File: src/rtl/alu_acc_bank_if.sv
// Op/result bus for alu_acc_bank.
//   master: sequencer side (drives in_valid/op/sel/in_data, receives in_ready and results)
//   slave : the accumulator bank
//   in_valid/in_ready : op handshake, accept on both high at a rising edge
//   op/sel/in_data    : opcode, target accumulator, operand
//   out_valid         : one-cycle result strobe
//   out_sel/out_data/out_flags : accumulator index, value and {C,Z,N,V} after the op
interface alu_acc_bank_if #(
  parameter int WIDTH = 8,
  parameter int NREGS = 4
);
  logic                     in_valid;
  logic                     in_ready;
  logic [3:0]               op;
  logic [$clog2(NREGS)-1:0] sel;
  logic [WIDTH-1:0]         in_data;
  logic                     out_valid;
  logic [$clog2(NREGS)-1:0] out_sel;
  logic [WIDTH-1:0]         out_data;
  logic [3:0]               out_flags;

  modport master (output in_valid, op, sel, in_data,
                  input  in_ready, out_valid, out_sel, out_data, out_flags);
  modport slave  (input  in_valid, op, sel, in_data,
                  output in_ready, out_valid, out_sel, out_data, out_flags);
endinterface

File: src/rtl/alu_acc_bank.sv
// Bank of NREGS accumulators sharing one ALU. Single-cycle ops write at the
// accept edge and strobe the result the following cycle; MUL is a shift-add
// iteration taking WIDTH cycles with in_ready low while it runs.
//   clk   : clock, all state on rising edge
//   rst_n : synchronous active-low reset
//   bus   : alu_acc_bank_if slave (op handshake + result strobe)
module alu_acc_bank #(
  parameter int WIDTH    = 8,
  parameter int NREGS    = 4,
  parameter int SATURATE = 0
) (
  input  logic           clk,
  input  logic           rst_n,
  alu_acc_bank_if.slave  bus
);
  localparam int SW = $clog2(NREGS);
  localparam int LW = $clog2(WIDTH);

  localparam logic [3:0] OP_ADD = 4'd1, OP_SUB = 4'd2, OP_NEG = 4'd3, OP_CLR = 4'd4,
                         OP_NOT = 4'd5, OP_XOR = 4'd6, OP_AND = 4'd7, OP_OR  = 4'd8,
                         OP_SHL = 4'd9, OP_SAR = 4'd10, OP_MUL = 4'd11, OP_LD = 4'd12;

  localparam logic [WIDTH-1:0] SMAX = {1'b0, {(WIDTH-1){1'b1}}};
  localparam logic [WIDTH-1:0] SMIN = {1'b1, {(WIDTH-1){1'b0}}};

  typedef enum logic {IDLE, BUSY} state_t;
  state_t state, nstate;

  logic [NREGS-1:0][WIDTH-1:0] acc;
  logic [3:0]                  flags;
  logic                        ov_q;
  logic [SW-1:0]               osel_q, msel, wr_sel;
  logic [WIDTH-1:0]            odata_q;
  logic [3:0]                  oflags_q;

  logic [2*WIDTH-1:0] mcand, prod, prod_nxt;
  logic [WIDTH-1:0]   mplier;
  logic [LW-1:0]      cnt;

  logic               accept, mul_done, is_mul, hold, wr, wr_en, c, v;
  logic [WIDTH-1:0]   a, d, res, mres, wr_data;
  logic [WIDTH:0]     sum, shl_t;
  logic signed [WIDTH:0] sar_t;
  logic [LW-1:0]      sh;
  logic [3:0]         aflags, mflags;

  assign a      = acc[bus.sel];
  assign d      = bus.in_data;
  assign sh     = d[LW-1:0];
  assign accept = bus.in_valid & bus.in_ready;
  assign bus.in_ready = (state == IDLE);

  // Extra bit above/below the operand catches the last bit shifted out;
  // for a zero shift it stays 0, which is the required carry.
  assign shl_t = {1'b0, a} << sh;
  assign sar_t = $signed({a, 1'b0}) >>> sh;

  always_comb begin
    res = a; c = 1'b0; v = 1'b0; wr = 1'b1; hold = 1'b0; is_mul = 1'b0; sum = '0;
    case (bus.op)
      OP_ADD: begin
        sum = {1'b0, a} + {1'b0, d};
        res = sum[WIDTH-1:0]; c = sum[WIDTH];
        v   = (a[WIDTH-1] == d[WIDTH-1]) && (res[WIDTH-1] != a[WIDTH-1]);
      end
      OP_SUB: begin
        sum = {1'b0, a} - {1'b0, d};           // top bit set exactly when a < d
        res = sum[WIDTH-1:0]; c = sum[WIDTH];
        v   = (a[WIDTH-1] != d[WIDTH-1]) && (res[WIDTH-1] != a[WIDTH-1]);
      end
      OP_NEG: begin res = -a; c = |a; v = (a == SMIN); end
      OP_CLR: res = '0;
      OP_NOT: res = ~a;
      OP_XOR: res = a ^ d;
      OP_AND: res = a & d;
      OP_OR:  res = a | d;
      OP_SHL: begin res = shl_t[WIDTH-1:0]; c = shl_t[WIDTH]; end
      OP_SAR: begin res = sar_t[WIDTH:1];   c = sar_t[0];     end
      OP_MUL: begin wr = 1'b0; is_mul = 1'b1; end
      OP_LD:  res = d;
      default: begin wr = 1'b0; hold = 1'b1; end
    endcase
    // v is only ever set by ADD/SUB/NEG. NEG overflows only from SMIN, which
    // must clamp positive even though a is negative.
    if (SATURATE != 0 && v)
      res = (bus.op == OP_NEG || !a[WIDTH-1]) ? SMAX : SMIN;
    aflags = {c, res == '0, res[WIDTH-1], v};
  end

  // Shift-add: the final partial product is folded in combinationally so the
  // result lands on the WIDTH-th edge after accept.
  assign prod_nxt = prod + (mplier[0] ? mcand : '0);
  assign mres     = prod_nxt[WIDTH-1:0];
  assign mflags   = {1'b0, mres == '0, mres[WIDTH-1], |prod_nxt[2*WIDTH-1:WIDTH]};
  assign mul_done = (state == BUSY) && (cnt == LW'(WIDTH-1));

  assign wr_en   = (accept && wr) || mul_done;
  assign wr_sel  = mul_done ? msel : bus.sel;
  assign wr_data = mul_done ? mres : res;

  always_ff @(posedge clk) begin
    if (!rst_n) state <= IDLE;
    else        state <= nstate;
  end

  always_comb begin
    nstate = state;
    case (state)
      IDLE:    if (accept && is_mul) nstate = BUSY;
      BUSY:    if (mul_done)         nstate = IDLE;
      default: nstate = IDLE;
    endcase
  end

  always_ff @(posedge clk) begin
    if (!rst_n) begin
      acc <= '0; flags <= '0;
      ov_q <= 1'b0; osel_q <= '0; odata_q <= '0; oflags_q <= '0;
      mcand <= '0; prod <= '0; mplier <= '0; cnt <= '0; msel <= '0;
    end else begin
      ov_q <= 1'b0;
      for (int i = 0; i < NREGS; i++)
        if (wr_en && wr_sel == SW'(i)) acc[i] <= wr_data;

      if (accept && is_mul) begin
        mcand  <= {{WIDTH{1'b0}}, a};
        mplier <= d;
        prod   <= '0;
        cnt    <= '0;
        msel   <= bus.sel;
      end else if (accept) begin
        flags    <= hold ? flags : aflags;
        ov_q     <= 1'b1;
        osel_q   <= bus.sel;
        odata_q  <= res;
        oflags_q <= hold ? flags : aflags;
      end

      if (state == BUSY) begin
        mcand  <= mcand << 1;
        mplier <= mplier >> 1;
        prod   <= prod_nxt;
        cnt    <= cnt + LW'(1);
        if (mul_done) begin
          flags    <= mflags;
          ov_q     <= 1'b1;
          osel_q   <= msel;
          odata_q  <= mres;
          oflags_q <= mflags;
        end
      end
    end
  end

  assign bus.out_valid = ov_q;
  assign bus.out_sel   = osel_q;
  assign bus.out_data  = odata_q;
  assign bus.out_flags = oflags_q;
endmodule

File: src/flat_wrapper.sv
// flat-port wrapper written by rule: the top's interface ports become plain ports
module alu_acc_bank_flat 
#(
  parameter int WIDTH    = 8,
  parameter int NREGS    = 4,
  parameter int SATURATE = 0
)
  (clk, rst_n, bus_in_valid, bus_op, bus_sel, bus_in_data, bus_in_ready, bus_out_valid, bus_out_sel, bus_out_data, bus_out_flags);
  alu_acc_bank_if #(.WIDTH(WIDTH), .NREGS(NREGS)) bus_i ();
  input  logic clk;
  input  logic rst_n;
  input wire logic [$bits(bus_i.in_valid)-1:0] bus_in_valid;
  input wire logic [$bits(bus_i.op)-1:0] bus_op;
  input wire logic [$bits(bus_i.sel)-1:0] bus_sel;
  input wire logic [$bits(bus_i.in_data)-1:0] bus_in_data;
  output wire logic [$bits(bus_i.in_ready)-1:0] bus_in_ready;
  output wire logic [$bits(bus_i.out_valid)-1:0] bus_out_valid;
  output wire logic [$bits(bus_i.out_sel)-1:0] bus_out_sel;
  output wire logic [$bits(bus_i.out_data)-1:0] bus_out_data;
  output wire logic [$bits(bus_i.out_flags)-1:0] bus_out_flags;
  assign bus_i.in_valid = bus_in_valid;
  assign bus_i.op = bus_op;
  assign bus_i.sel = bus_sel;
  assign bus_i.in_data = bus_in_data;
  assign bus_in_ready = bus_i.in_ready;
  assign bus_out_valid = bus_i.out_valid;
  assign bus_out_sel = bus_i.out_sel;
  assign bus_out_data = bus_i.out_data;
  assign bus_out_flags = bus_i.out_flags;
  alu_acc_bank #(.WIDTH(WIDTH), .NREGS(NREGS), .SATURATE(SATURATE)) u_core (.clk(clk), .rst_n(rst_n), .bus(bus_i));
endmodule
File: config.mk
export PLATFORM = sky130hd
export DESIGN_NAME = alu_acc_bank_flat
export DESIGN_NICKNAME = d
export VERILOG_FILES = /design/src/rtl/alu_acc_bank_if.sv /design/src/rtl/alu_acc_bank.sv /design/src/flat_wrapper.sv
export SDC_FILE = /design/constraint.sdc
export NUM_CORES = 1
export LEC_CHECK = 0
export ABC_AREA = 1
export CAP_MARGIN = 20
export CORE_MARGIN = 10
export CORE_UTILIZATION = 35
export DETAILED_ROUTE_END_ITERATION = 10
export GPL_ROUTABILITY_DRIVEN = 0
export PLACE_DENSITY_LB_ADDON = 0.25
export REMOVE_ABC_BUFFERS = 1
export SYNTH_ARGS = -nofsm -noshare
export SYNTH_HDL_FRONTEND = slang
export SYNTH_SLANG_ARGS = --single-unit
File: constraint.sdc
create_clock -name clk -period 4.1 [get_ports clk]
set_input_delay 0.82 -clock clk [delete_from_list [all_inputs] [get_ports clk]]
set_output_delay 0.82 -clock clk [all_outputs]
set_load 0.01 [all_outputs]
Word-level counts from Yosys, hierarchy flattened --
Index checks and enable logic that the tools add are counted.
Storage, ports and cells: output and inout port bits 16, register bits after elaboration 97, bits of input ports 17
Operators by class: shift operators 2, reduce and logical (&&, ||, !) cells 19, bitwise gates (word level) 7, add/subtract/negate cells 5, equality and inequality tests 21, multiplexer cells 42, order comparisons 1
Operators with widths (count):
- $pmux 8 s11 | 1
- $mux 16 | 5
- $mux 8 | 6
- $mux 4 | 9
- $eq 4x4->1 const B | 5
- $add 16x16->16 | 1
- $bmux 8 s2 | 1
- $eq 4x3->1 const B | 4
- $logic_not 8->1 | 2
- $reduce_or 8->1 | 2
- $mux 7 | 2
- $reduce_or 12->1 | 1
- $reduce_or 11->1 | 1
- $mux 2 | 5
- $add 8x8->9 | 1
- $logic_and 1x1->1 | 9
- $shl 8x3->9 | 1
- $sshr 9x3->9 | 1
- $sub 8x8->9 | 1
- $and 8x8->8 | 1
- $eq 4x2->1 const B | 2
- $eq 8x8->1 const B | 1
- $mux 1 | 8
- $neg 8->8 | 1
- 21 further kinds | 26

Depth between registers and ports, before layout --
Gate-level depths: netlist of the first run.
depth in word-level cells 11, gate-level depth with buffers 25, depth with buffers taken out 24

Worst setup path before layout of the first run --
OpenSTA, ideal clock, no wires.
path type input-to-reg, start in bus_sel[0], end reg u_core.flags[2], stages 22, data arrival time 3.190 ns, slack 0.852 ns, buffers on the path 1, library setup time 0.058 ns, cells stage by stage buf_6 inv_6 nand2_1 nand3_1 nand2_1 inv_2 ha_1 fa_1 or2_2 nand2_1 o21ai_0 nor2_1 nand3_1 nor2_1 nand2_1 nand2_1 nand2_1 nor3_2 nand3_1 nand2_1 nand2_1 nand2_1
On the way: longest elaborated chain between the ends 10
Ends and longest elaborated chain:
- start: declaration | RTL line flat_wrapper.sv:14 | input wire logic [$bits(bus_i.sel)-1:0] bus_sel;
- $bmux 8 s2 (*) | RTL line alu_acc_bank.sv:47 | assign a = acc[bus.sel];
- $mux 8 (not written as such) (*) | RTL line alu_acc_bank.sv:47
- named net u_core.a[0] | RTL line alu_acc_bank.sv:41 | logic [WIDTH-1:0] a, d, res, mres, wr_data;
- $neg 8->8, or another cell as far along | RTL line alu_acc_bank.sv:71 | OP_NEG: begin res = -a; c = |a; v = (a == SMIN); end
- $pmux 8 s11 (*) | RTL line alu_acc_bank.sv:60 | case (bus.op)
- $logic_not 8->1 (*) | RTL line alu_acc_bank.sv:87 | aflags = {c, res == '0, res[WIDTH-1], v};
- $mux 4 (*) | RTL line alu_acc_bank.sv:132 | flags <= hold ? flags : aflags;
- $mux 4 (*) | RTL line alu_acc_bank.sv:131 | end else if (accept) begin
- $mux 4 (*) | RTL line alu_acc_bank.sv:125 | if (accept && is_mul) begin
- $mux 4 | RTL line alu_acc_bank.sv:144 | if (mul_done) begin
- $mux 4 (*) | RTL line alu_acc_bank.sv:139 | if (state == BUSY) begin
- end signal: assignment | RTL line alu_acc_bank.sv:132
- end signal: assignment | RTL line alu_acc_bank.sv:145 | flags <= mflags;
- end: declaration | RTL line alu_acc_bank.sv:30 | logic [3:0] flags;
The timed path passes the listed nets; every way through them passes the cells marked *. The select of a mux whose other input is x is not followed. A chain may end at the register's enable or synchronous reset.

Worst setup path in the final report of the first run --
start in bus_sel[0], end reg u_core.flags[2]
On the way: longest elaborated chain between the ends 10
Ends and longest elaborated chain (RTL line):
- $bmux 8 s2 (*) | alu_acc_bank.sv:47
- $mux 8 (not written as such) (*) | alu_acc_bank.sv:47
- $neg 8->8, or another cell as far along | alu_acc_bank.sv:71
- $pmux 8 s11 (*) | alu_acc_bank.sv:60
- $logic_not 8->1 (*) | alu_acc_bank.sv:87
- $mux 4 (*) | alu_acc_bank.sv:132
- $mux 4 (*) | alu_acc_bank.sv:131
- $mux 4 (*) | alu_acc_bank.sv:125
- $mux 4 | alu_acc_bank.sv:144
- $mux 4 (*) | alu_acc_bank.sv:139
Mark *: on every way between the ends. The rest lies on a longest branch, timed or not. The select of a mux whose other input is x is not followed.

==> results of run 1 <==
cells by family (layout without fill, tap and decap cells):
| family | Yosys count | after routing | synth area share |
|---|---|---|---|
| adders and majority gates | 49 | 49 | 0.0823 |
| DFF | 97 | 97 | 0.252 |
| AOI/OAI and AO/OA | 176 | 176 | 0.125 |
| buffers and inverters | 215 | 258 | 0.114 |
| xor gates and xnor gates | 13 | 13 | 0.0147 |
| and+or+nand+nor | 699 | 699 | 0.412 |
sequential cells by signal (all words and copies together) (netlist names):
| register | flops |
|---|---|
| u_core.mplier | 8 |
| u_core.state | 1 |
| u_core.bus.out_valid | 1 |
| u_core.bus.out_data | 8 |
| u_core.msel | 2 |
| u_core.bus.out_flags | 4 |
| u_core.bus.out_sel | 2 |
| u_core.mcand | 16 |
| u_core.flags | 4 |
| u_core.prod | 16 |
| u_core.acc | 32 |
| u_core.cnt | 3 |
routing by layer:
layer  GRT usage  routed length (µm)
met4      0.0428                 524
met5           0                   0
met1       0.221               10900
met2       0.282               11500
met3      0.0322                1260
path summary, 6_finish.rpt:
check / from / end / slack (ns) / depth (start not counted)
setup / recovery: bus_sel[0] / u_core.flags[2] / 0.40 / 26
setup reg to reg: u_core.mplier[0] / u_core.bus.out_flags[0] / 1.12 / 19
hold reg to reg: u_core.cnt[0] / u_core.cnt[0] / 0.46 / 1
hold / removal: u_core.cnt[0] / u_core.cnt[0] / 0.46 / 1
metrics by stage:
stage / cell area (µm²) / setup TNS (ns) / utilization
after floorplan: 7500 / 0 / -
after global placement: 8460 / 0 / 0.389
after detailed placement: 8460 / -0.0148 / 0.389
after CTS: 8730 / 0 / 0.401
after global routing: 8730 / 0 / 0.401
final: 8730 / 0 / 0.401
area by class of cell:
cell class,count,area [µm²]
flip-flops and latches,97,1940
repair buffers,69,611
multi-input cells,937,4900
clock buffers,11,233
well taps,280,350
fillers,2401,13000
inverters,173,662
clock inverters,5,31.3
power breakdown:
group	leakage [nW]	total (mW)	switching, mW	internal (mW)
registers	0.788	0.995	0.0210	0.974
logic	3.61	0.597	0.388	0.209
clock network	0.130	0.794	0.383	0.411
total	4.53	2.39	0.792	1.59
cells in the final DEF (no fill, tap or decap), drive strengths merged, types with 32 or more instances in the layout:
cell type      netlist  layout
clkdlybuf4s50        0      32
o21ai               75      75
a21oi               68      68
nor2               136     136
buf                 20      37
dfxtp               97      97
inv                168     169
nand2              376     376
ha                  46      46
nand3              145     145
timing repair:
action	CTS	global route
setup endpoints to repair	0	2
hold buffers	0	0
gates resized for setup	0	2
critical path, cell delays in order:
cell and delay (ns):
clkdlybuf4s50_1 0.45, buf_12 0.17, inv_8 0.13, nand2_1 0.06
nand3_1 0.09, nand2_1 0.10, buf_4 0.17, ha_1 0.21
fa_1 0.41, inv_1 0.09, nand2_1 0.05, nand2_1 0.06
nor2_1 0.04, nor2_1 0.10, nand2_1 0.05, nor2_1 0.13
nand3_1 0.09, nor2_1 0.11, nand2_1 0.07, nand2_2 0.10
nand2_1 0.08, nor3_2 0.14, nand3_1 0.08, nand2_1 0.06
nand2_1 0.06, nand2_1 0.05
cells in the mapped netlist, types with 2 or more instances:
| master | instances | area share |
|---|---|---|
| nand2_4 | 7 | 0.010 |
| nor2_1 | 126 | 0.061 |
| a21o_1 | 2 | 0.0019 |
| or2_2 | 6 | 0.0049 |
| o31ai_1 | 2 | 0.0019 |
| inv_4 | 2 | 0.0016 |
| nand3_2 | 10 | 0.013 |
| dfxtp_1 | 97 | 0.25 |
| nand3_1 | 128 | 0.083 |
| nand3b_1 | 6 | 0.0058 |
| inv_1 | 153 | 0.074 |
| nor2_2 | 7 | 0.0057 |
| xor2_1 | 10 | 0.011 |
| xnor2_1 | 3 | 0.0034 |
| inv_2 | 12 | 0.0058 |
| a31oi_1 | 10 | 0.0081 |
| o21ai_1 | 18 | 0.012 |
| nor2_4 | 3 | 0.0044 |
| ha_1 | 46 | 0.075 |
| buf_6 | 4 | 0.0058 |
| o21ai_2 | 3 | 0.0034 |
| nand4_1 | 12 | 0.0097 |
| nor3_1 | 13 | 0.0084 |
| buf_2 | 10 | 0.0065 |
| buf_1 | 4 | 0.0019 |
| nand2_2 | 16 | 0.013 |
| nand2_1 | 353 | 0.17 |
| clkinv_1 | 5 | 0.0024 |
| nand3_4 | 7 | 0.016 |
| o21ai_0 | 54 | 0.035 |
| fa_1 | 3 | 0.0078 |
| a21oi_1 | 68 | 0.044 |
| o211ai_1 | 12 | 0.012 |
| clkbuf_1 | 22 | 0.011 |
==> results.md, run 1 <==
- Outcome: completed
- CTS tree: done
- Tot Pwr: 2.39 mW
- Antenna violations before repair: 0
- Setup crit start kind: input port
- First-pass GRT wire length: just under 40 mm
- Clock Path Buffers: 2
- Die area: ~28000 µm²
- Max-cap violations: 0
- Worst skew pair latency: 0.36 ns
- Half-perimeter wire length after placement: 18.9 mm
- Ys Warns: 0
- Wirelength, routed: 24.2 mm
- Slew Limit Fails: 0
- Number of port buffers: 32
- Final setup vio count: 0
- Pwr dens: 273 nW/µm²
- Gr usage total: 0.170
- RSZ-0062 raised after global routing: false
- Die Wd: 169 µm
- CP arrival: 4.00 ns
- Post-route insts no fill: 1572
- Register area share after synthesis: 0.252
- Fmax: 270 MHz
- Max-Slew Margin vs Limit: 0.570
- Share of cells above drive strength 1: 0.101
- Clock period minus worst slack: 3.70 ns
- Sink Count: 97
- WS Path Type: input port to flop
- Initial Utilization: 0.355
- Pre-CTS setup slack: -0.00798 ns
- Maximum vdd drop: between 0.15 and 0.2 mV
- Largest net degree at the start of global routing: 49
- I/O pins: 33
- Crit share post-route: 0.902
- Gr ovfl total: 0
- Post-route DRC: 0
- Antenna-violating nets left: 0
- CTS clk-pin slew, worst paths: 0.07 ns
- Htree depth: 3
- Syn avg cell area: roughly 6.2 µm²
- Worst setup EP type: flop
- Hold Vio Cnt, Final: 0
- Mapped Cells: 1249
- Worst Skew: 0.00592 ns
- Hold slack: 0.459 ns
- Dpl cells: about 1600
- Pleak: 4.53 nW
- Fin worst setup slack: 0.403 ns
- Unique cell type count in the Yosys netlist: ~50
- Vias: a little under 8000
- Die height: 169 µm
- Data required time of the worst path: approximately 4.4 ns
- Area grow syn2layout: 13.1%
- Initial DRC count: 546
- EDFF count, synth: 0
- Ys flop type: dfxtp_1
- Tightest Hold Check Type: flop to flop
- Routed len/inst: between 15 and 20 µm
- Worst-path fanout max: 19
- Nets: 1353
- ANT cells: 0
- Slew @ Worst Pin: 0.640 ns
- Synthesized cell area: between 7000 and 8000 µm²
- Core ar.: between 20000 and 25000 µm²
- Setup Buffers After CTS: 0
- # rows: 54
- Num CTS Buffers: 9
- Register bit total from synthesis: 97
- Post-synth ARST share: 0
- CTS root buffer: clkbuf_16
- Vias in the first global route: 7576
- DR vias/cell: 5.04
- DRT Pass-1 Iters: 6
No activity file was read; power rests on OpenSTA's default activity.
==> run 2, diff against run 1 <==
ABC_AREA = not set   (was 1)
==> run 2 against run 1 <==
Net effect:
- final cell count shrank 14%
- highest routed layer is now met5
- register-to-register slack got worse by 0.66 ns
- core utilization rose by 3.2 points
==> results.md, run 2 <==
- Outcome: completed (unchanged)
- Setup crit start kind: input port (unchanged)
- Antenna violations before repair: 1 (was 0)
- WS Path Type: input port to flop (unchanged)
- CTS root buffer: clkbuf_16 (unchanged)
- CTS tree: done (unchanged)
- Number of port buffers: 32 (unchanged)
- Gr ovfl total: 0 (unchanged)
- Worst hold path stage count: 1 (unchanged)
- Post-route DRC: 0 (unchanged)
- Synthesized cell area: 7660 µm² (was 7720 µm²)
- Synth area leader: dfxtp_1 (unchanged)
- Max-cap violations: 0 (unchanged)
- Pwr dens: 266 nW/µm² (was 273 nW/µm²)
- Htree depth: 3 (unchanged)
- Max-Slew Margin vs Limit: 0.413 (was 0.570)
- Die height: 168 µm (was 169 µm)
- DRT Pass-1 Iters: 5 (was 6)
- DR vias/cell: 5.82 (was 5.04)
- Most frequent CP cell: buf_4 (was nand2_1)
- Top cells by count, synth: nor2_1, dfxtp_1, a21oi_1 (was nand2_1, inv_1, nand3_1)
- Commonest non-fill, non-tap cell in the layout: buf_4 (was nand2_1)
- Crit share post-route: 0.967 (was 0.902)
- Register bit total from synthesis: 97 (unchanged)
- Nets: 1134 (was 1353)
- CP Buf/Inv Count: 5 (unchanged)
- Hold Vio Cnt, Final: 0 (unchanged)
- Tightest Hold Check Type: flop to flop (unchanged)
- Vias in the first global route: 7445 (was 7576)
- Worst r2r path cells: 11 (was 19)
- Met1 Resource Use GR: 0.246 (was 0.221)
- Ys Warns: 0 (unchanged)
- Slowest cell on the critical path: mux4_2 (was clkdlybuf4s50_1)
- Initial Utilization: 0.353 (was 0.355)
- Unique cell type count in the Yosys netlist: 81 (was 49)
- Worst setup EP type: flop (unchanged)
- Fin worst setup slack: 0.136 ns (was 0.403 ns)
- Slew Limit Fails: 0 (unchanged)
- Slew @ Worst Pin: 0.868 ns (was 0.640 ns)
- Crit-path max cell delay: 0.57 ns (was 0.45 ns)
- Post-CTS Hold Buffers: 0 (unchanged)
- Hold slack: 0.476 ns (was 0.459 ns)
- Routed len/inst: 19.3 µm (was 15.4 µm)
- Syn avg cell area: 7.90 µm² (was 6.18 µm²)
- Worst-path cell chain: dlygate4sd2_1 > buf_6 > buf_4 > mux4_2 > buf_4 > ha_1 > nor2b_1 > o21ai_1 > nand2_1 > xnor2_1 > a211o_1 > buf_4 > o32a_1 > a211o_1 > o31ai_2
- Die area: 28200 µm² (was 28400 µm²)
- Gr usage total: 0.181 (was 0.170)
- EDFF count, synth: 0 (unchanged)
- Initial DRC count: 735 (was 546)
- Clock Path Buffers: 2 (unchanged)
- Worst Skew: 0.0111 ns (was 0.00592 ns)
- Area contributors post-synth: dfxtp_1, ha_1, nor2_1 (was dfxtp_1, nand2_1, nand3_1)
- First-pass GRT wire length: 41.8 mm (was 39.6 mm)
- Ys flop type: dfxtp_1 (unchanged)
- Die Wd: 168 µm (was 169 µm)
- Core ar.: 21700 µm² (was 21800 µm²)
- Antenna-violating nets left: 0 (unchanged)
- Most frequent cell after synthesis: nor2_1 (was nand2_1)
- Worst-path fanout max: 8 (was 19)
- Pleak: 3.78 nW (was 4.53 nW)
- CTS clk-pin slew, worst paths: 0.06 ns (was 0.07 ns)
- Worst skew pair latency: 0.36 ns (about the same)
- Share of cells above drive strength 1: 0.182 (was 0.101)
- Met2 Usage GRT: 0.280 (was 0.282)
- Maximum vdd drop: 0.165 mV (was 0.191 mV)
- Largest regs: u_core.acc (32), u_core.mcand (16), u_core.prod (16) (unchanged)
- Clock period minus worst slack: 3.96 ns (was 3.70 ns)
- Yosys top cell area share: 0.253 (was 0.252)
- Area grow syn2layout: 22.7% (was 13.1%)
- # rows: 54 (unchanged)
- Grt peak-use layer: met2 (unchanged)
- Commonest non-fill, non-tap cells in the layout: buf_4, nor2_1, dfxtp_1 (was nand2_1, inv_1, nand3_1)
- I/O pins: 33 (unchanged)
- Final setup vio count: 0 (unchanged)
- GRT met3 Usage: 0.0307 (was 0.0322)
- Critical path depth: 15 (was 26)
- Pre-CTS setup slack: -0.503 ns (was -0.00798 ns)
- Mapped Cells: 970 (was 1249)
- Largest net degree at the start of global routing: 47 (was 49)
- Post-synth ARST share: 0 (unchanged)
- CP arrival: 4.23 ns (was 4.00 ns)
- Wirelength, routed: 26.2 mm (was 24.2 mm)
- Max FFs per register: 32 (unchanged)
- Fmax: 252 MHz (was 270 MHz)
- Post-route insts no fill: 1353 (was 1572)
- Data required time of the worst path: 4.37 ns (was 4.40 ns)
- Register area share after synthesis: 0.253 (was 0.252)
- Sink Count: 97 (unchanged)
- Dpl cells: 1334 (was 1556)
- Biggest register: u_core.acc (unchanged)
- Vias: 7870 (was 7920)
- Worst path top cell family by delay: compound AO/OA/AOI/OAI gates (was simple AND/OR/NAND/NOR gates)
- RSZ-0062 raised after global routing: false (unchanged)
- Num CTS Buffers: 9 (unchanged)
- Half-perimeter wire length after placement: 19.8 mm (was 18.9 mm)
- ANT cells: 0 (unchanged)
run 2: cell types whose count changed after synthesis, moves of 17 or more:
cell      before  now
a21oi_1       68   86
nor3b_1        1   24
and2_1         1   18
nand3_1      128   18
mux2i_1        0   37
inv_1        153   32
clkbuf_1      22   63
nand2_1      353   68
run 2: path summary, 6_finish.rpt:
check	end	startpoint	slack (ns)
worst max-delay path	u_core.flags[2]	bus_sel[0]	0.14
worst min-delay path	u_core.flags[3]	u_core.flags[3]	0.48
worst max register to register	u_core.bus.out_flags[0]	u_core.mplier[0]	0.46
worst min register to register	u_core.flags[3]	u_core.flags[3]	0.48
run 2: timing repair:
item                                    CTS  global route
pin swaps                                 8             3
endpoints found under the setup margin   24             7
buffers inserted                          2             1
gates resized for setup                  17             5
run 2: metrics by stage:
stage / util / power [mW] / area (µm²) / TNS, ns
after floorplan: - / 1.31 / 7370 / -64.54
after global placement: 0.416 / 1.63 / 9020 / -14.35
after global routing: 0.434 / 2.61 / 9410 / 0
final: 0.434 / 2.50 / 9410 / 0
after detailed placement: 0.416 / 1.62 / 9020 / -13.91
after CTS: 0.433 / 2.51 / 9390 / 0
run 2: power by group:
part	switching, mW	leakage [nW]	internal (mW)	total, mW
clock	0.390	0.144	0.481	0.871
combinational	0.348	2.85	0.288	0.636
sequential	0.0239	0.787	0.970	0.994
total	0.762	3.78	1.74	2.50
run 2: kinds of logic after synthesis:
group	count (synthesis)	synth area share
and+or+nand+nor	338	0.220
AOI/OAI and AO/OA	304	0.266
buffers and inverters	110	0.0557
DFF	97	0.253
muxes	56	0.102
adders and majority gates	50	0.0842
xor gates and xnor gates	15	0.0189
run 2: routing by layer:
layer  vias to the layer above  share of wire
li1                       3795              -
met1                      3734           0.46
met2                       283           0.45
met3                        56          0.065
met4                         2          0.027
met5                         -       0.000038
run 2: area by class of cell:
type,count,area [µm²]
clock inverters,6,72.6
flip-flops and latches,97,1940
clock buffers,10,229
multi-input cells,763,5360
well taps,280,350
inverters,35,131
fillers,2139,12300
repair buffers,162,1320
run 2: worst register-to-register path, stage by stage, from the launching register on:
cell       delay [ns]
dfxtp_1          0.36
and2_1           0.19
ha_1             0.24
fa_1             0.47
a211oi_1         0.34
o21ai_0          0.23
a41o_1           0.31
a21o_1           0.17
a2111oi_0        0.49
o211ai_1         0.19
o311ai_1         0.40
o211ai_1         0.14
